$ cat src/rtl/icache_assoc_if.sv
// icache_assoc_if: fetch lookup and line-fill signals between a fetch unit / fill path and icache_assoc.
interface icache_assoc_if #(
   parameter int PA = 22,
   parameter int RV = 16,
   parameter int LINE_LENGTH = 4,
   parameter int FW = 4
);
   localparam int OFF = $clog2(LINE_LENGTH);
   logic req;
   logic [PA-1:1] paddr;
   logic flush_all;
   logic hit;
   logic [RV-1:0] rdata;
   logic busy;
   logic fill_req;
   logic [PA-OFF-1:0] fill_addr;
   logic fill_valid;
   logic [FW-1:0] fill_data;
   modport master (
      output req, paddr, flush_all, fill_valid, fill_data,
      input hit, rdata, busy, fill_req, fill_addr
   );
   modport slave (
      input req, paddr, flush_all, fill_valid, fill_data,
      output hit, rdata, busy, fill_req, fill_addr
   );
endinterface

$ cat src/rtl/icache_assoc.sv
// icache_assoc: set-associative instruction cache with LRU replacement and its own line-fill FSM.
// Defining ICACHE_PERF_EN adds saturating hit_cnt/miss_cnt outputs.
module icache_assoc #(
   parameter int PA = 22,
   parameter int RV = 16,
   parameter int LINE_LENGTH = 4,
   parameter int NSETS = 4,
   parameter int WAYS = 2,
   parameter int FW = 4
) (
   input logic clk,
   input logic reset,
   icache_assoc_if.slave bus
`ifdef ICACHE_PERF_EN
   ,
   output logic [15:0] hit_cnt,
   output logic [15:0] miss_cnt
);
`else
);
`endif
   localparam int OFF = $clog2(LINE_LENGTH);
   localparam int IW = $clog2(NSETS);
   localparam int TW = PA - OFF - IW;
   localparam int LB = LINE_LENGTH * 8;
   localparam int BEATS = LB / FW;
   localparam int CW = $clog2(BEATS) + 1;
   localparam int BO = $clog2(RV / 8);
   typedef enum logic {IDLE, FILL} state_t;
   state_t state, state_nx;
   logic [PA-1:0] addr;
   logic [IW-1:0] idx;
   logic [TW-1:0] tag;
   logic [OFF-1:0] boff;
   logic valid [WAYS][NSETS];
   logic [TW-1:0] tags [WAYS][NSETS];
   logic [LB-1:0] data [WAYS][NSETS];
   logic [NSETS-1:0] lru;
   logic [CW-1:0] cnt;
   logic abort;
   logic victim, victim_nx;
   logic [PA-OFF-1:0] fill_line;
   logic [IW-1:0] fill_idx;
   logic any_hit, hit_way;
   logic start, last_beat;
   assign addr = {bus.paddr, 1'b0};
   assign idx = addr[OFF+IW-1:OFF];
   assign tag = addr[PA-1:OFF+IW];
   assign boff = (addr[OFF-1:0] >> BO) << BO;
   assign fill_idx = fill_line[IW-1:0];
   // The victim's valid bit is cleared when the fill starts, so it can never hit mid-fill.
   always_comb begin
      any_hit = 1'b0;
      hit_way = 1'b0;
      for (int w = 0; w < WAYS; w++)
         if (valid[w][idx] && tags[w][idx] == tag) begin
            any_hit = 1'b1;
            hit_way = 1'(w);
         end
   end
   always_comb begin
      victim_nx = (WAYS == 2) ? lru[idx] : 1'b0;
      for (int w = WAYS - 1; w >= 0; w--)
         if (!valid[w][idx]) victim_nx = 1'(w);
   end
   assign bus.hit = bus.req && any_hit;
   assign bus.rdata = data[hit_way][idx][{boff, 3'b000} +: RV];
   assign bus.busy = state == FILL;
   assign bus.fill_req = state == FILL;
   assign bus.fill_addr = fill_line;
   assign start = state == IDLE && bus.req && !any_hit && !bus.flush_all;
   assign last_beat = state == FILL && bus.fill_valid && cnt == CW'(BEATS - 1);
   always_comb begin
      state_nx = start ? FILL : last_beat ? IDLE : state;
   end
   always_ff @(posedge clk) begin
      if (!reset) state <= IDLE;
      else state <= state_nx;
   end
   // Later assignments win: a completing fill overrides a same-set hit, and flush overrides both.
   always_ff @(posedge clk) begin
      if (!reset) begin
         cnt <= '0;
         abort <= 1'b0;
         victim <= 1'b0;
         fill_line <= '0;
         lru <= '0;
         for (int w = 0; w < WAYS; w++)
            for (int s = 0; s < NSETS; s++) valid[w][s] <= 1'b0;
      end else begin
         if (bus.hit && WAYS == 2) lru[idx] <= ~hit_way;
         if (start) begin
            fill_line <= addr[PA-1:OFF];
            victim <= victim_nx;
            valid[victim_nx][idx] <= 1'b0;
            cnt <= '0;
            abort <= 1'b0;
         end
         if (state == FILL && bus.fill_valid) cnt <= cnt + 1'b1;
         if (state == FILL && bus.flush_all) abort <= 1'b1;
         if (last_beat) begin
            valid[victim][fill_idx] <= !abort && !bus.flush_all;
            if (WAYS == 2) lru[fill_idx] <= ~victim;
         end
         if (bus.flush_all) begin
            lru <= '0;
            for (int w = 0; w < WAYS; w++)
               for (int s = 0; s < NSETS; s++) valid[w][s] <= 1'b0;
         end
      end
   end
   always_ff @(posedge clk) begin
      if (reset && state == FILL && bus.fill_valid) data[victim][fill_idx][int'(cnt) * FW +: FW] <= bus.fill_data;
      if (reset && last_beat) tags[victim][fill_idx] <= fill_line[PA-OFF-1:IW];
   end
`ifdef ICACHE_PERF_EN
   always_ff @(posedge clk) begin
      if (!reset) begin
         hit_cnt <= '0;
         miss_cnt <= '0;
      end else begin
         if (bus.hit && hit_cnt != 16'hFFFF) hit_cnt <= hit_cnt + 16'd1;
         if (start && miss_cnt != 16'hFFFF) miss_cnt <= miss_cnt + 16'd1;
      end
   end
`endif
endmodule

$ cat src/flat_wrapper.sv
// flat-port wrapper written by rule: the top's interface ports become plain ports
module icache_assoc_flat 
#(
   parameter int PA = 22,
   parameter int RV = 16,
   parameter int LINE_LENGTH = 4,
   parameter int NSETS = 4,
   parameter int WAYS = 2,
   parameter int FW = 4
)
  (clk, reset, bus_req, bus_paddr, bus_flush_all, bus_fill_valid, bus_fill_data, bus_hit, bus_rdata, bus_busy, bus_fill_req, bus_fill_addr);
  icache_assoc_if #(.PA(PA), .RV(RV), .LINE_LENGTH(LINE_LENGTH), .FW(FW)) bus_i ();
  input logic clk;
  input logic reset;
  input wire logic [$bits(bus_i.req)-1:0] bus_req;
  input wire logic [$bits(bus_i.paddr)-1:0] bus_paddr;
  input wire logic [$bits(bus_i.flush_all)-1:0] bus_flush_all;
  input wire logic [$bits(bus_i.fill_valid)-1:0] bus_fill_valid;
  input wire logic [$bits(bus_i.fill_data)-1:0] bus_fill_data;
  output wire logic [$bits(bus_i.hit)-1:0] bus_hit;
  output wire logic [$bits(bus_i.rdata)-1:0] bus_rdata;
  output wire logic [$bits(bus_i.busy)-1:0] bus_busy;
  output wire logic [$bits(bus_i.fill_req)-1:0] bus_fill_req;
  output wire logic [$bits(bus_i.fill_addr)-1:0] bus_fill_addr;
  assign bus_i.req = bus_req;
  assign bus_i.paddr = bus_paddr;
  assign bus_i.flush_all = bus_flush_all;
  assign bus_i.fill_valid = bus_fill_valid;
  assign bus_i.fill_data = bus_fill_data;
  assign bus_hit = bus_i.hit;
  assign bus_rdata = bus_i.rdata;
  assign bus_busy = bus_i.busy;
  assign bus_fill_req = bus_i.fill_req;
  assign bus_fill_addr = bus_i.fill_addr;
  icache_assoc #(.PA(PA), .RV(RV), .LINE_LENGTH(LINE_LENGTH), .NSETS(NSETS), .WAYS(WAYS), .FW(FW)) u_core (.clk(clk), .reset(reset), .bus(bus_i));
endmodule
$ cat config.mk
export PLATFORM = sky130hd
export DESIGN_NAME = icache_assoc_flat
export DESIGN_NICKNAME = d
export VERILOG_FILES = /design/src/rtl/icache_assoc_if.sv /design/src/rtl/icache_assoc.sv /design/src/flat_wrapper.sv
export SDC_FILE = /design/constraint.sdc
export NUM_CORES = 1
export LEC_CHECK = 0
export BUFFER_PORTS_ARGS = -buffer_cell sky130_fd_sc_hd__buf_2
export CORE_ASPECT_RATIO = 1.25
export CORE_MARGIN = 5
export CORE_UTILIZATION = 45
export DETAILED_ROUTE_END_ITERATION = 12
export PLACE_DENSITY_LB_ADDON = 0.12
export REMOVE_ABC_BUFFERS = 1
export SYNTH_ARGS = -nofsm -noshare
export SYNTH_HDL_FRONTEND = slang
export SYNTH_SLANG_ARGS = --single-unit
$ cat constraint.sdc
create_clock -name clk -period 3.6 [get_ports clk]
set_input_delay 0.72 -clock clk [delete_from_list [all_inputs] [get_ports clk]]
set_output_delay 0.72 -clock clk [all_outputs]
set_load 0.1 [all_outputs]
Word-level counts from Yosys, hierarchy flattened
Memories as Yosys holds them, arrays and structs flattened.
Cells that the tools add are included.
{"block": "op_classes", "n_reduce_logical": 26, "bitwise_logic": 110, "n_shift": 3, "n_lt_le_gt_ge": 8, "add_sub_neg": 2, "muxes": 73, "n_eq_ne": 11}
{"operator": "$mux W128", "n": 1}
{"operator": "$mux W32", "n": 3}
{"operator": "$mux W18", "n": 5}
{"operator": "$bmux W18 S2", "n": 2}
{"operator": "$mux W72", "n": 1}
{"operator": "$bmux W32 S2", "n": 1}
{"operator": "$demux W32 S2", "n": 1}
{"operator": "$mux W4", "n": 11}
{"operator": "$and A1 B1 Y1", "n": 40}
{"operator": "$mux W1", "n": 38}
{"operator": "$demux W18 S2", "n": 1}
{"operator": "$eq A18 B18 Y1", "n": 2}
{"operator": "$not A1 Y1", "n": 36}
{"operator": "$neg A6 Y33", "n": 1}
{"operator": "$shift A4 B33 Y32 const A", "n": 1}
{"operator": "$shiftx A4 B33 Y32", "n": 1}
{"operator": "$shiftx A32 B6 Y16", "n": 1}
{"operator": "$and A1 B1 Y1 const B", "n": 24}
{"operator": "$logic_and A1 B1 Y1", "n": 17}
{"operator": "$bwmux W4", "n": 2}
{"operator": "$demux W1 S2", "n": 4}
{"operator": "$eq A1 B1 Y1 const B", "n": 8}
{"operator": "$or A1 B1 Y1", "n": 8}
{"operator": "$reduce_or A4 Y1", "n": 2}
{"operator": "11 further kinds", "n": 22}
{"block": "totals", "elab_cells": 242, "ram_bits": 408, "memories": 3, "regBits": 31}
{"memory": "u_core.data", "depth": 2, "width": 128, "rd": 1, "rd_ports_with_merged_regs": 0, "wr": 1, "line": "icache_assoc.sv:37", "rtl": "logic [LB-1:0] data [WAYS][NSETS];"}
{"memory": "u_core.tags", "depth": 2, "width": 72, "rd": 2, "rd_ports_with_merged_regs": 0, "wr": 1, "line": "icache_assoc.sv:36", "rtl": "logic [TW-1:0] tags [WAYS][NSETS];"}
{"memory": "u_core.valid", "depth": 2, "width": 4, "rd": 2, "rd_ports_with_merged_regs": 0, "wr": 2, "line": "icache_assoc.sv:35", "rtl": "logic valid [WAYS][NSETS];"}

Logic depth before layout (Yosys ltp)
Gate-level depths: netlist of run 1.
{"block": "depth", "ltp_word": 17, "depth_mapped": 14, "mapped_depth_nobuf": 8}

Least setup slack after synthesis of run 1
OpenSTA, ideal clock, no wires.
{"block": "synth_timing", "path_kind": "input port to output port", "from": "in bus_paddr[1]", "to": "out bus_hit", "path_stages": 9, "n_path_buf": 2, "setup_slack_ns": -0.956, "arrival_time_ns": 3.836, "required_ns": 2.880, "cell_sequence": "buf_6 buf_8 mux4_2 xnor2_1 nand2_1 or3_1 nor4_4 a21oi_1 nor2b_1"}
{"block": "synth_between", "elab_chain_cells": 9, "elab_cells_between_ends": 20, "cone_classes": "eq/ne: 2; mux: 14; bitwise: 1; reduce/logical: 3"}
{"element": "from (decl)", "line": "flat_wrapper.sv:16", "rtl": "input wire logic [$bits(bus_i.paddr)-1:0] bus_paddr;"}
{"element": "$not A2 Y3 (implied by the code) *", "line": "icache_assoc.sv:56", "rtl": "if (valid[w][idx] && tags[w][idx] == tag) begin"}
{"element": "$bmux W18 S2", "line": "icache_assoc.sv:56"}
{"element": "$mux W18 (implied by the code) (2 in a row)", "line": "icache_assoc.sv:56"}
{"element": "$eq A18 B18 Y1", "line": "icache_assoc.sv:56"}
{"element": "$logic_and A1 B1 Y1", "line": "icache_assoc.sv:56"}
{"element": "$mux W1", "line": "icache_assoc.sv:56"}
{"element": "$mux W1 *", "line": "icache_assoc.sv:56"}
{"element": "$logic_and A1 B1 Y1 *", "line": "icache_assoc.sv:66", "rtl": "assign bus.hit = bus.req && any_hit;"}
{"element": "to (decl)", "line": "flat_wrapper.sv:20", "rtl": "output wire logic [$bits(bus_i.hit)-1:0] bus_hit;"}
Mark *: on every way between the ends. The rest lies on a longest branch, timed or not. The select of a mux whose other input is x is not followed.

Worst setup path in the final report of run 1
{"block": "layout_timing", "from": "in bus_paddr[1]", "to": "out bus_rdata[0]"}
{"block": "layout_between", "elab_chain_cells": 12, "elab_cells_between_ends": 15, "cone_classes": "eq/ne: 1; shift: 1; mux: 10; bitwise: 1; reduce/logical: 1; memory: 1"}
{"element": "$not A2 Y3 (implied by the code) *", "line": "icache_assoc.sv:56, icache_assoc.sv:67"}
{"element": "$bmux W18 S2", "line": "icache_assoc.sv:56"}
{"element": "$mux W18 (implied by the code) (2 in a row)", "line": "icache_assoc.sv:56"}
{"element": "$eq A18 B18 Y1", "line": "icache_assoc.sv:56"}
{"element": "$logic_and A1 B1 Y1", "line": "icache_assoc.sv:56"}
{"element": "$mux W1", "line": "icache_assoc.sv:56"}
{"element": "$mem_v2 Z2 W128"}
{"element": "$bmux W32 S2 *", "line": "icache_assoc.sv:67", "rtl": "assign bus.rdata = data[hit_way][idx][{boff, 3'b000} +: RV];"}
{"element": "$mux W32 (implied by the code) * (2 in a row)", "line": "icache_assoc.sv:67"}
{"element": "$shiftx A32 B6 Y16 *", "line": "icache_assoc.sv:67"}
{"element": "to (decl)", "line": "flat_wrapper.sv:21", "rtl": "output wire logic [$bits(bus_i.rdata)-1:0] bus_rdata;"}
Marks and branches as above.

==> results of run 1 <==
-- logic make-up (layout without fill, tap and decap cells) --
logic type                 count (synthesis)  count (layout)  synth area share [%]
DFF                                      439             439                  71.5
and+or+nand+nor                          270             270                  7.13
muxes                                    133             133                  14.8
AOI/OAI and AO/OA                         67              67                  2.50
buffers and inverters                     66             236                  1.81
xor gates and xnor gates                  42              42                  2.04
adders and majority gates                  3               3                 0.209
-- final timing paths --
path | from | end | depth (start not counted)
max | bus_paddr[1] | bus_rdata[0] | 11
min | bus_paddr[17] | u_core.bus.fill_addr[16] | 3
max reg2reg | u_core.cnt[0] | u_core.data[1][47] | 6
min reg2reg | u_core.cnt[3] | u_core.cnt[3] | 2
-- where the power goes --
part / internal [mW] / switching [mW]
combinational: 0.219 / 0.369
clock: 2.63 / 1.88
sequential: 5.55 / 0.0365
-- sequential cells by signal, summed over array words and instances (netlist names) --
register / flops
u_core.lru: 4
u_core.tags: 144
u_core.bus.fill_addr: 20
u_core.cnt: 4
u_core.bus.busy: 1
u_core.abort: 1
u_core.valid: 8
u_core.data: 256
u_core.victim: 1
-- synth_stat cells, types with 4 or more instances --
master,instances,area [sq um]
nand3_1,37,185
o221ai_1,5,43.8
nand4_1,4,25.0
nor2b_1,7,43.8
o211ai_1,4,30.0
edfxtp_1,408,12300
dfxtp_1,31,621
buf_4,6,45.0
nand2_1,64,240
mux2i_1,25,250
nand2b_1,6,37.5
buf_6,5,56.3
clkbuf_1,25,93.8
a21oi_1,7,35.0
buf_1,11,41.3
a31oi_1,4,25.0
xor2_1,10,87.6
and3_1,6,37.5
inv_1,12,45.0
xnor2_1,32,280
o21ai_1,11,55.1
o22ai_1,4,25.0
o21ai_0,13,65.1
and2_1,16,100
buf_2,5,25.0
nor2_1,102,383
nor3_1,7,35.0
mux4_2,106,2390
-- timing repair --
item	in CTS	in global routing
buffers inserted	1	4
gates resized for setup	14	12
cloned	1	1
endpoints found under the setup margin	17	17
endpoints found under the hold margin	0	0
pin swaps	2	5
-- worst max-delay path: stages --
cell and delay (ns):
buf_16 0.13, mux4_2 0.52, xnor2_1 0.27, nand2_2 0.08, nor2_1 0.07, and4b_1 0.20, nand4b_1 0.11, buf_6 0.16
buf_12 0.15, mux4_2 0.33, buf_12 0.19
-- area by class of cell --
class | instances | area (sq um) | area share (%)
Inverter | 13 | 48.8 | 0.231
Timing Repair Buffer | 141 | 1280 | 6.08
Clock buffer | 61 | 1240 | 5.85
Sequential cell | 439 | 12900 | 60.9
Clock inverter | 21 | 191 | 0.905
Tap cell | 504 | 631 | 2.98
Multi-Input combinational cell | 515 | 4880 | 23.1
-- per-layer routing --
metal,track usage [%],routed length (um)
met1,23.0,16200
met3,3.45,2030
met5,0,21
met4,6.81,1460
met2,35.1,22500
-- stage by stage --
stage / setup TNS [ns] / worst slack, ns / hold slack [ns] / utilization (%)
after global placement: -5.13 / -0.307 / 0.506 / 49.0
final: -1.27 / -0.0851 / 0.455 / 53.1
after CTS: -2.11 / -0.133 / 0.423 / 52.8
after global routing: -2.92 / -0.185 / 0.447 / 53.1
after floorplan: -47.70 / -0.668 / 0.493 / -
after detailed placement: -5.93 / -0.367 / 0.521 / 49.0
==> results by group, run 1 <==
Status
  • Outcome: complete, but fails checks
  • Failing checks: setup timing

Cells and area
  • Final cell count without fillers: ~1,700
  • Nets: 1,187
  • Antenna Cells: 0
  • Fraction of layout cells with a size suffix above 1: 28.7%
  • Post-route cell area: between 20,000 and 25,000 sq um
  • Filler cells: about 3,200
  • Commonest non-fill, non-tap cells in the layout: edfxtp_1, mux4_2, nor2_1
  • Most common cell after layout, fill and taps aside: edfxtp_1
  • Area growth syn-to-layout: 17.5%

Place
  • Post-DP HPWL: about 28 mm
  • DP Cell Count: 1,605
  • Placed Area: about 20,000 sq um
  • GPL Wtd Cong: 0.826
  • Buffers on Ports: 68

Timing
  • Setup violators final: 17
  • Final Cycle Share: 102%
  • Unrepaired setup endpoints after global routing: yes
  • Final WS setup: -0.0851 ns
  • Worst-margin pin slew: 0.873 ns
  • F_max: 271 MHz
  • Fin. max-slew vios: 0
  • Slew headroom: between 40% and 50%
  • Final Hold Vio Count: 0
  • Skew final: 0.0244 ns
  • Tmin final: approximately 3.7 ns

Synthesis
  • Post-synth EDFFs: 408
  • Sequential area share after synthesis: 71.5%
  • Yosys warns: 0
  • Main flop type after synthesis: edfxtp_1
  • Syn Area/Cell: about 18 sq um
  • Synth Cell Area: 18,000 sq um
  • Post-synth ARST share: 0%
  • #FFs+latches synth: 439
  • Post-synth cell types: 58
  • Synth Instances: 1,020

Detailed routing
  • Drt pass-1 iters: 5
  • Post-Route WL: 42.2 mm
  • Total number of vias: 9,393
  • Drt via density: 5.54
  • Post-route ant nets: 0
  • DRC: 0
  • Detailed router's first-iteration violation count: 659
  • Routed wire per std cell: 24.9 um

Power and ir drop
  • Pwr per Cell Area: 505 nW/um^2
  • VDD IR max: 0.365 mV
  • P_leak: 6.53 nW
  • Power consumption: 10.7 mW

CTS
  • Cts bufs inserted: 44
  • H-tree depth: 2
  • CTS hold repair buffers: 0
  • Clock slew at reported path FFs: 0.06 ns
  • TritonCTS clock tree: built
  • CTS Sinks: 439
  • Clk root buf: clkbuf_16
  • Worst skew pair latency: 0.55 ns
  • Clk buf depth: 3

Floorplan
  • Core ar.: 39,800 sq um
  • Die H: 234 um
  • Initial Util: about 45%
  • Core Rows: 82
  • IO Count: 69
  • Die area: ~44,000 sq um
  • Chip width: 189 um

Worst setup path
  • Crit end category: output pin
  • CP startpoint kind: primary input
  • Crit Path Category: primary input to output pin
  • R2R Setup Slk: between 0.6 and 0.7 ns
  • CP max FO: 8
  • CP Data Required Time: 2.88 ns
  • CP arrival: 2.97 ns

Worst hold path
  • Worst min-delay path category: primary input to flop

Job
  • Max_cap viols: 0

Global routing
  • All-layer global routing usage: 19.2%
  • Vias in the first global route: just over 10,000
  • Pin count of the biggest net entering global routing: 53
  • GRT overflow: 0
  • First-pass GRT wire length: between 60 and 70 mm
  • Initial antenna violation count: 2
Note: power is estimated with default switching activity, not from simulation.
==> run 2, diff against run 1 <==
Settings changed: BUFFER_PORTS_ARGS -buffer_cell sky130_fd_sc_hd__buf_2 to -buffer_cell sky130_fd_sc_hd__buf_4.
==> results by group, run 2 (synthesized netlist as in run 1, its figures left out) <==
Status
  • Outcome: complete, but fails checks
  • Failing checks: setup timing

Global routing
  • Met2 Use GR: 34.6% (-0.51 points)
  • GR Util met1: 22.9% (-0.056 points)
  • GRT busiest layer: met2
  • GRT overflow: 0 (unchanged)
  • First-pass GRT wire length: 61.7 mm (-2.1%)
  • Initial antenna violation count: 0 (-2)
  • M3 GR Usage: 3.03% (-0.42 points)
  • All-layer global routing usage: 18.7% (-0.56 points)
  • Vias in the first global route: 9,922 (-1.5%)
  • Pin count of the biggest net entering global routing: 48 (-9.4%)

Cells and area
  • Commonest non-fill, non-tap cells in the layout: edfxtp_1, buf_4, mux4_2
  • Fraction of layout cells with a size suffix above 1: 28.9% (+0.16 points)
  • Antenna Cells: 0 (unchanged)
  • Most common cell after layout, fill and taps aside: edfxtp_1
  • Nets: 1,184 (-0.25%)
  • Footprint of the multi-input gates: 4900 sq um (+0.38%)
  • Area growth syn-to-layout: 18.3%
  • Max reg flops: 256 (unchanged)
  • Filler cells: 3,231 (+0.59%)
  • Top reg by flops: u_core.data
  • FF/Latch Area: 12,900 sq um (unchanged)

Worst setup path
  • CP arrival: 2.94 ns (-0.03 ns)
  • Crit end category: output pin
  • Delay-heaviest family, CP: buffers and inverters
  • Stages on worst setup path: 10 (-1)
  • R2r startpoint: u_core.cnt[0]
  • FF-to-FF path depth: 6 (unchanged)
  • Critical path's slowest cell: mux4_2
  • Critical path, cell by cell: buf_6, buf_12, buf_16, mux4_2, xnor2_2, and4b_1, nand4b_1, buf_12, mux4_2, buf_6
  • WP buf/inv: 5 (+1)
  • Crit Path Category: primary input to output pin
  • CP max FO: 16 (+8)
  • Crit path launch: bus_paddr[2]
  • Slowest stage delay, CP: 0.33 ns (-0.19 ns)
  • CP startpoint kind: primary input
  • CP Data Required Time: 2.88 ns (about the same)

Detailed routing
  • Post-route ant nets: 0 (unchanged)
  • Routed wire per std cell: 24.4 um (-2.0%)
  • Drt pass-1 iters: 6 (+1)
  • Total number of vias: 9,409 (+0.17%)
  • DRC: 0 (unchanged)
  • Post-Route WL: 41.3 mm (-2.2%)
  • Drt via density: 5.56 (+0.35%)
  • Detailed router's first-iteration violation count: 643 (-2.4%)

CTS
  • CTS Sinks: 439 (unchanged)
  • CTS hold repair buffers: 0 (unchanged)
  • TritonCTS clock tree: built
  • Cts bufs inserted: 44 (unchanged)
  • Worst skew pair latency: 0.55 ns (about the same)
  • Clock slew at reported path FFs: 0.06 ns (about the same)
  • Clk root buf: clkbuf_16
  • Clk buf depth: 3 (unchanged)
  • H-tree depth: 2 (unchanged)

Worst hold path
  • Hold Startpoint: bus_paddr[12]
  • Worst min-delay path category: primary input to flop
  • Worst Hold Path Cells: 3 (unchanged)

Timing
  • Final Cycle Share: 102% (-0.78 points)
  • Fin. max-slew vios: 0 (unchanged)
  • Worst-margin pin slew: 0.864 ns (-0.00839 ns)
  • Final WS setup: -0.0572 ns (+0.0279 ns)
  • Tmin final: 3.66 ns (-0.0279 ns)
  • Setup violators final: 16 (-1)
  • Slew headroom: 42.3% (+0.56 points)
  • F_max: 273 MHz (+0.76%)
  • Skew final: 0.0231 ns (-0.00129 ns)
  • Unrepaired setup endpoints after global routing: yes
  • TNS Setup: -0.469 ns (+0.801 ns)
  • Final Hold Vio Count: 0 (unchanged)

Power and ir drop
  • Pwr per Cell Area: 520 nW/um^2 (+2.9%)
  • P_leak: 6.53 nW (about the same)
  • Power consumption: 11.1 mW (+3.6%)
  • VDD IR max: 0.445 mV (+22%)

Floorplan
  • Core ar.: 39,800 sq um (unchanged)
  • Die H: 234 um (unchanged)
  • Core Rows: 82 (unchanged)
  • Chip width: 189 um (unchanged)
  • IO Count: 69 (unchanged)
  • Die area: 44,100 sq um (unchanged)
  • Initial Util: 45.2% (unchanged)

Place
  • Post-DP HPWL: 27.9 mm (-1.1%)
  • Buffers on Ports: 68 (unchanged)
  • GPL Wtd Cong: 0.786 (-4.8%)

Job
  • Max_cap viols: 0 (unchanged)
run 2: cell count changes in the layout (fill, tap and decap cells not counted), sizes merged:
cell	previous run	this run
clkbuf	62	58
bufinv	3	8
inv	12	15
clkinv	18	13
bufbuf	0	1
clkinvlp	1	2
buf	140	136
run 2: worst paths after layout:
check / slack [ns] / to
setup / recovery: -0.06 / bus_rdata[10]
hold / removal: 0.44 / u_core.bus.fill_addr[11]
hold reg to reg: 0.54 / u_core.cnt[3]
setup reg to reg: 0.80 / u_core.data[0][27]
run 2: where the power goes:
part / total, mW / internal [mW] / switching, mW
combinational: 0.608 / 0.238 / 0.370
sequential: 5.58 / 5.55 / 0.0356
clock: 4.87 / 2.95 / 1.92
run 2: metrics by stage:
step | hold WS, ns | std cells | util (%) | instance area (sq um) | setup WS (ns)
detailed placement | 0.523 | 1598 | 48.7 | 19400 | -0.262
global placement | 0.519 | 1598 | 48.7 | 19400 | -0.268
CTS | 0.419 | 1686 | 53.2 | 21200 | -0.0914
floorplan | 0.493 | 967 | - | 17700 | -0.668
global route | 0.446 | 1691 | 53.5 | 21300 | -0.218
finish | 0.441 | 1691 | 53.5 | 21300 | -0.0572
run 2: repair_timing:
action                     CTS  global route
pin swaps                    3             3
gates cloned                 1             1
resized for setup           33            15
setup endpoints to repair   17            17
buffers inserted             5             4
run 2: worst reg2reg max path: cells and delay by family (launching register included):
kind / cells / cell delay (ns)
fa+ha+maj: 1 / 0.31
buf+inv: 1 / 0.17
xor+xnor: 1 / 0.24
flops: 1 / 0.49
simple gates: 3 / 1.23
run 2: final cells by class:
cell class,count,area share (%)
inverters,13,0.229
clock buffers,57,5.64
flip-flops and latches,439,60.5
well taps,504,2.96
multi-input cells,515,23.0
repair buffers,138,6.02
clock inverters,25,1.66
run 2: layer usage:
layer | routed length, um | up-vias
li1 | - | 4290
met4 | 740 | 0
met1 | 16400 | 4845
met3 | 1780 | 53
met2 | 22300 | 221
met5 | 0 | -
